`src/rtl/store_buffer.sv`:
```
// Posted-write store buffer in front of the data memory port.
// Loads take the DM port first. Buffered stores retire in order whenever the port is free.
module store_buffer #(
    parameter int unsigned DEPTH = 4,
    parameter int unsigned PTR_W = 2
) (
    input  logic             Clk,
    input  logic             Rst,
    input  logic             St_Valid,
    input  logic [31:0]      St_Adr,
    input  logic [31:0]      St_Data,
    input  logic [1:0]       St_Bop,
    output logic             St_Ready,
    input  logic             Ld_Req,
    input  logic [31:0]      Ld_Adr,
    input  logic [1:0]       Ld_Bop,
    output logic             Ld_Stall,
    output logic             DM_WrEn,
    output logic [31:0]      DM_Adr,
    output logic [31:0]      DM_DataIn,
    output logic [1:0]       DM_Bop,
    output logic [PTR_W:0]   Count,
    output logic             Empty
);

    localparam logic [PTR_W:0] FULL_CNT = (PTR_W+1)'(DEPTH);

    logic [31:0]      adr_q  [DEPTH];
    logic [31:0]      data_q [DEPTH];
    logic [1:0]       bop_q  [DEPTH];
    logic [PTR_W-1:0] head_q;
    logic [PTR_W-1:0] tail_q;
    logic [PTR_W:0]   count_q;
    logic [PTR_W:0]   count_d;
    logic [DEPTH-1:0] hit;
    logic             full;
    logic             hazard;
    logic             drain;
    logic             enq;

    assign full     = (count_q == FULL_CNT);
    assign St_Ready = !full;
    assign enq      = St_Valid && !full;
    assign Count    = count_q;
    assign Empty    = (count_q == '0);

    // An entry is live when its distance from head is below the count.
    always_comb begin
        hit = '0;
        for (int i = 0; i < DEPTH; i++) begin
            hit[i] = ({1'b0, PTR_W'(PTR_W'(i) - head_q)} < count_q) &&
                     (adr_q[i][11:2] == Ld_Adr[11:2]);
        end
    end

    assign hazard   = Ld_Req && (|hit);
    assign drain    = (count_q != '0) && (!Ld_Req || hazard || full);
    assign Ld_Stall = Ld_Req && (hazard || full);
    assign count_d  = count_q + (PTR_W+1)'(enq) - (PTR_W+1)'(drain);

    always_comb begin
        DM_WrEn   = 1'b0;
        DM_Adr    = Ld_Adr;
        DM_DataIn = 32'h0;
        DM_Bop    = Ld_Bop;
        if (drain) begin
            DM_WrEn   = 1'b1;
            DM_Adr    = adr_q[head_q];
            DM_DataIn = data_q[head_q];
            DM_Bop    = bop_q[head_q];
        end
    end

    always_ff @(posedge Clk or posedge Rst) begin
        if (Rst) begin
            head_q  <= '0;
            tail_q  <= '0;
            count_q <= '0;
        end else begin
            if (enq) begin
                tail_q <= tail_q + PTR_W'(1);
            end
            if (drain) begin
                head_q <= head_q + PTR_W'(1);
            end
            count_q <= count_d;
        end
    end

    // Entry payload needs no reset; liveness comes from the pointers and count.
    always_ff @(posedge Clk) begin
        if (enq) begin
            adr_q[tail_q]  <= St_Adr;
            data_q[tail_q] <= St_Data;
            bop_q[tail_q]  <= St_Bop;
        end
    end

endmodule

```
`config.mk`:
```
export PLATFORM = sky130hd
export DESIGN_NAME = store_buffer
export DESIGN_NICKNAME = d
export VERILOG_FILES = /design/src/rtl/store_buffer.sv
export SDC_FILE = /design/constraint.sdc
export NUM_CORES = 1
export LEC_CHECK = 0
export CORE_ASPECT_RATIO = 1.25
export CORE_MARGIN = 4
export CORE_UTILIZATION = 50
export DETAILED_ROUTE_END_ITERATION = 8
export DONT_BUFFER_PORTS = 1
export GPL_TIMING_DRIVEN = 1
export PLACE_DENSITY_LB_ADDON = 0.08
export SYNTH_ARGS = -nofsm -noshare
export SYNTH_HDL_FRONTEND = slang
export SYNTH_SLANG_ARGS = --single-unit
```
`constraint.sdc`:
```
create_clock -name Clk -period 7.3 [get_ports Clk]
set_input_delay 1.46 -clock Clk [delete_from_list [all_inputs] [get_ports Clk]]
set_output_delay 1.46 -clock Clk [all_outputs]
set_load 0.005 [all_outputs]
```
==> run_results.csv <==
group,metric,value,unit
cells_and_area,drive_above_1_share,0.277,
yosys,avgSynthCellArea,21.0,sq um
setup_path,path_class,"reg2out",
global_routing,grt_overflow_total,0,
yosys,yosysWarningCount,0,
global_routing,grt_pass1_vias,5446,
flow_run,maxCapViolCount,0,
die,coreArea,22300,sq um
routing,wl_per_cell,24.7,microns
cts,h-tree-depth,1,
routing,drt_pass1_iterations,4,
yosys,seq_area_frac_synth,0.714,
yosys,synth_top_flop_cell,"edfxtp_1",
setup_path,worst-r2r-setup-slack,3.44,ns
setup_path,rr_worst_depth,13,
hold_path,min_path_type,"reg2reg",
cts,root_buffer,"clkbuf_16",
global_routing,antenna_found_initial,0,
setup_path,crit_end,"DM_Adr[17]",
setup_path,cp-startpoint,"head_q[1]$_DFFE_PP0N_",
setup_path,critPathMaxStageDelay,0.82,ns
yosys,yosysMostFrequentCell,"edfxtp_1",
cts,post_cts_resize_count,0,
timing,slew_headroom,0.268,
setup_path,r2r-start,"head_q[1]$_DFFE_PP0N_",
place,placed_cells,795,
routing,vias_per_cell,5.81,
power_and_ir_drop,p_leak,0.00415,uW
timing,finClkSkew,0.0200,ns
die,die_h,176,microns
global_routing,grt_pass1_wl,31400,microns
power_and_ir_drop,power,5150,uW
die,dieArea,25200,sq um
cells_and_area,stdcell_count,843,
global_routing,grt_max_degree,68,
cts,cts_hold_buf,0,
timing,max_freq,0.192,GHz
cts,clkTransAtPathRegs,0.06,ns
place,place_area,11600,sq um
power_and_ir_drop,p_per_area,412,nW/um^2
setup_path,worstPathMaxFanout,67,
routing,postRouteAntennaNets,0,
timing,finalSetupTns,0,ns
cts,clockBufferDepth,3,
yosys,synth_top_cell_by_area,"edfxtp_1",
setup_path,reg2reg_to,"Count[2]$_DFF_PP0_",
hold_path,whs_path_depth,1,
die,die_x,143,microns
cts,clk_latency,0.52,ns
timing,rsz0062_at_grt,"false",
yosys,ys_ff_latch,271,
timing,finalMaxSlewViolations,0,
cts,cts_setup_buffers,0,
setup_path,critical_path.most_common_cell,"buf_4",
yosys,syn-num-nets,656,
timing,fin_crit,5.21,ns
place,port_buffers,0,
setup_path,cp-start-kind,"flop",
die,num_rows,61,
timing,fin_crit_sh,0.714,
die,io_pins,177,
setup_path,arrival,3.75,ns
cells_and_area,fin_util,0.561,
routing,drt_iter0_drc,254,
timing,final_hold_viol_count,0,
power_and_ir_drop,peakVddDrop,0.000272,V
timing,setup_viol,0,
yosys,synth-async-reset-ratio,0.0258,
place,place_congestion,0.843,
setup_path,crit_chain,"buf_4, ha_1, o21bai_1, nand4_1, o21ai_1, o31ai_4, buf_4, mux2_4",
setup_path,cp-end-kind,"output pin",
routing,routed_wirelength,20800,microns
place,place_hpwl,12500,microns
routing,drc_errors,0,
cts,cts_buffers,26,
yosys,synthCells,541,
cells_and_area,nNetsFinal,655,
cells_and_area,syn2layout_area_growth,10.1,%
yosys,synth_area,11300,sq um
yosys,yosysTopAreaCellShare,0.699,
yosys,synth_edf_count,264,
cts,cts_tree,"yes",
setup_path,cp_slowest_cell,"buf_4",
routing,num_vias,4897,
cells_and_area,num_antenna_cells,0,
cts,clock-sinks,271,
die,start_util,0.509,
yosys,synth_cell_type_count,33,
timing,tightest_slew,1.10,ns
global_routing,grt_use_total,0.165,
yosys,ys_top_cells_by_area,"edfxtp_1 (70%), mux4_2 (13%), mux2_4 (4.5%)",
setup_path,critPathRequiredTime,5.84,ns
outcome,status,"complete, no violations",
yosys,synthTopCellsByCount,"edfxtp_1 (264), mux4_2 (66), xor2_1 (35)",
cells_and_area,final_cell_area,12500,sq um
[flip-flops by register name, summed over array words and instances (netlist names)]
name / flops
head_q: 2
Count: 3
adr_q: 128
bop_q: 8
data_q: 128
tail_q: 2
[metal layers]
layer | up-vias | GRT usage | part of all wire
li1 | 2153 | - | -
met1 | 2565 | 0.186 | 0.36
met2 | 146 | 0.292 | 0.53
met3 | 33 | 0.0653 | 0.093
met4 | 0 | 0.0424 | 0.019
met5 | - | 0 | 0
[report_power, final]
group / leakage (uW) / switching, uW / internal, uW
sequential: 0.00250 / 150 / 2070
clock: 0.000459 / 539 / 884
combinational: 0.00119 / 761 / 747
total: 0.00415 / 1450 / 3700
[through the flow]
step	hold WS (ns)	setup WS [ns]
detailed placement	0.533	2.27
finish	0.535	2.09
global placement	0.512	2.35
global route	0.565	1.87
CTS	0.541	2.04
floorplan	0.498	2.73
[cell usage in the layout (no fill, tap or decap), types with 2 or more instances in the layout]
cell,netlist,layout
and3_4,0,4
nor2_1,4,4
a21oi_1,3,3
o21ai_1,2,2
dfrtp_4,0,2
a21boi_0,2,2
buf_4,0,4
dfrtp_1,7,5
clkbuf_1,13,2
edfxtp_1,264,264
mux4_2,66,66
clkbuf_16,0,27
o21ai_0,2,2
bufinv_16,0,6
nand2_1,2,2
xor2_1,35,35
clkinv_2,0,7
nand4_1,3,3
nor2b_1,32,32
o21bai_1,2,2
nor4_1,7,7
xnor2_1,10,10
mux2_4,34,34
inv_1,10,10
ha_1,10,10
clkinv_1,0,5
[worst max-delay path, delay by kind of cell (launching register included)]
family | cells | cell delay (ns)
buf+inv | 2 | 1.48
fa+ha+maj | 1 | 0.30
flops | 1 | 0.44
simple gates | 1 | 0.10
compound gates | 3 | 0.51
mux | 1 | 0.37
[kinds of logic (layout without fill, tap and decap cells)]
kind of cell | after synthesis | after routing | share of synthesized area
AOI/OAI and AO/OA | 14 | 14 | 0.0108
xor gates and xnor gates | 46 | 46 | 0.0362
adders and majority gates | 11 | 11 | 0.0128
buffers and inverters | 43 | 62 | 0.0202
DFF | 271 | 271 | 0.714
muxes | 101 | 101 | 0.177
and+or+nand+nor | 55 | 55 | 0.0289
[area by class of cell]
class,instances,area [sq um]
clock buffers,29,683
clock inverters,19,243
fillers,1667,9790
inverters,10,37.5
multi-input cells,227,3030
flip-flops and latches,271,8110
well taps,283,354
repair buffers,4,30.0
[how the worst min path moves through the flow]
stage / startpoint / end / slack, ns
after CTS: tail_q[0]$_DFFE_PP0P_ / tail_q[0]$_DFFE_PP0P_ / 0.54
after floorplan: tail_q[0]$_DFFE_PP0P_ / tail_q[0]$_DFFE_PP0P_ / 0.50
final: tail_q[0]$_DFFE_PP0P_ / tail_q[0]$_DFFE_PP0P_ / 0.53
after global placement: tail_q[0]$_DFFE_PP0P_ / tail_q[0]$_DFFE_PP0P_ / 0.51
after global routing: tail_q[0]$_DFFE_PP0P_ / tail_q[0]$_DFFE_PP0P_ / 0.56
after detailed placement: tail_q[0]$_DFFE_PP0P_ / tail_q[0]$_DFFE_PP0P_ / 0.53
Note: power is estimated with default switching activity, not from simulation.
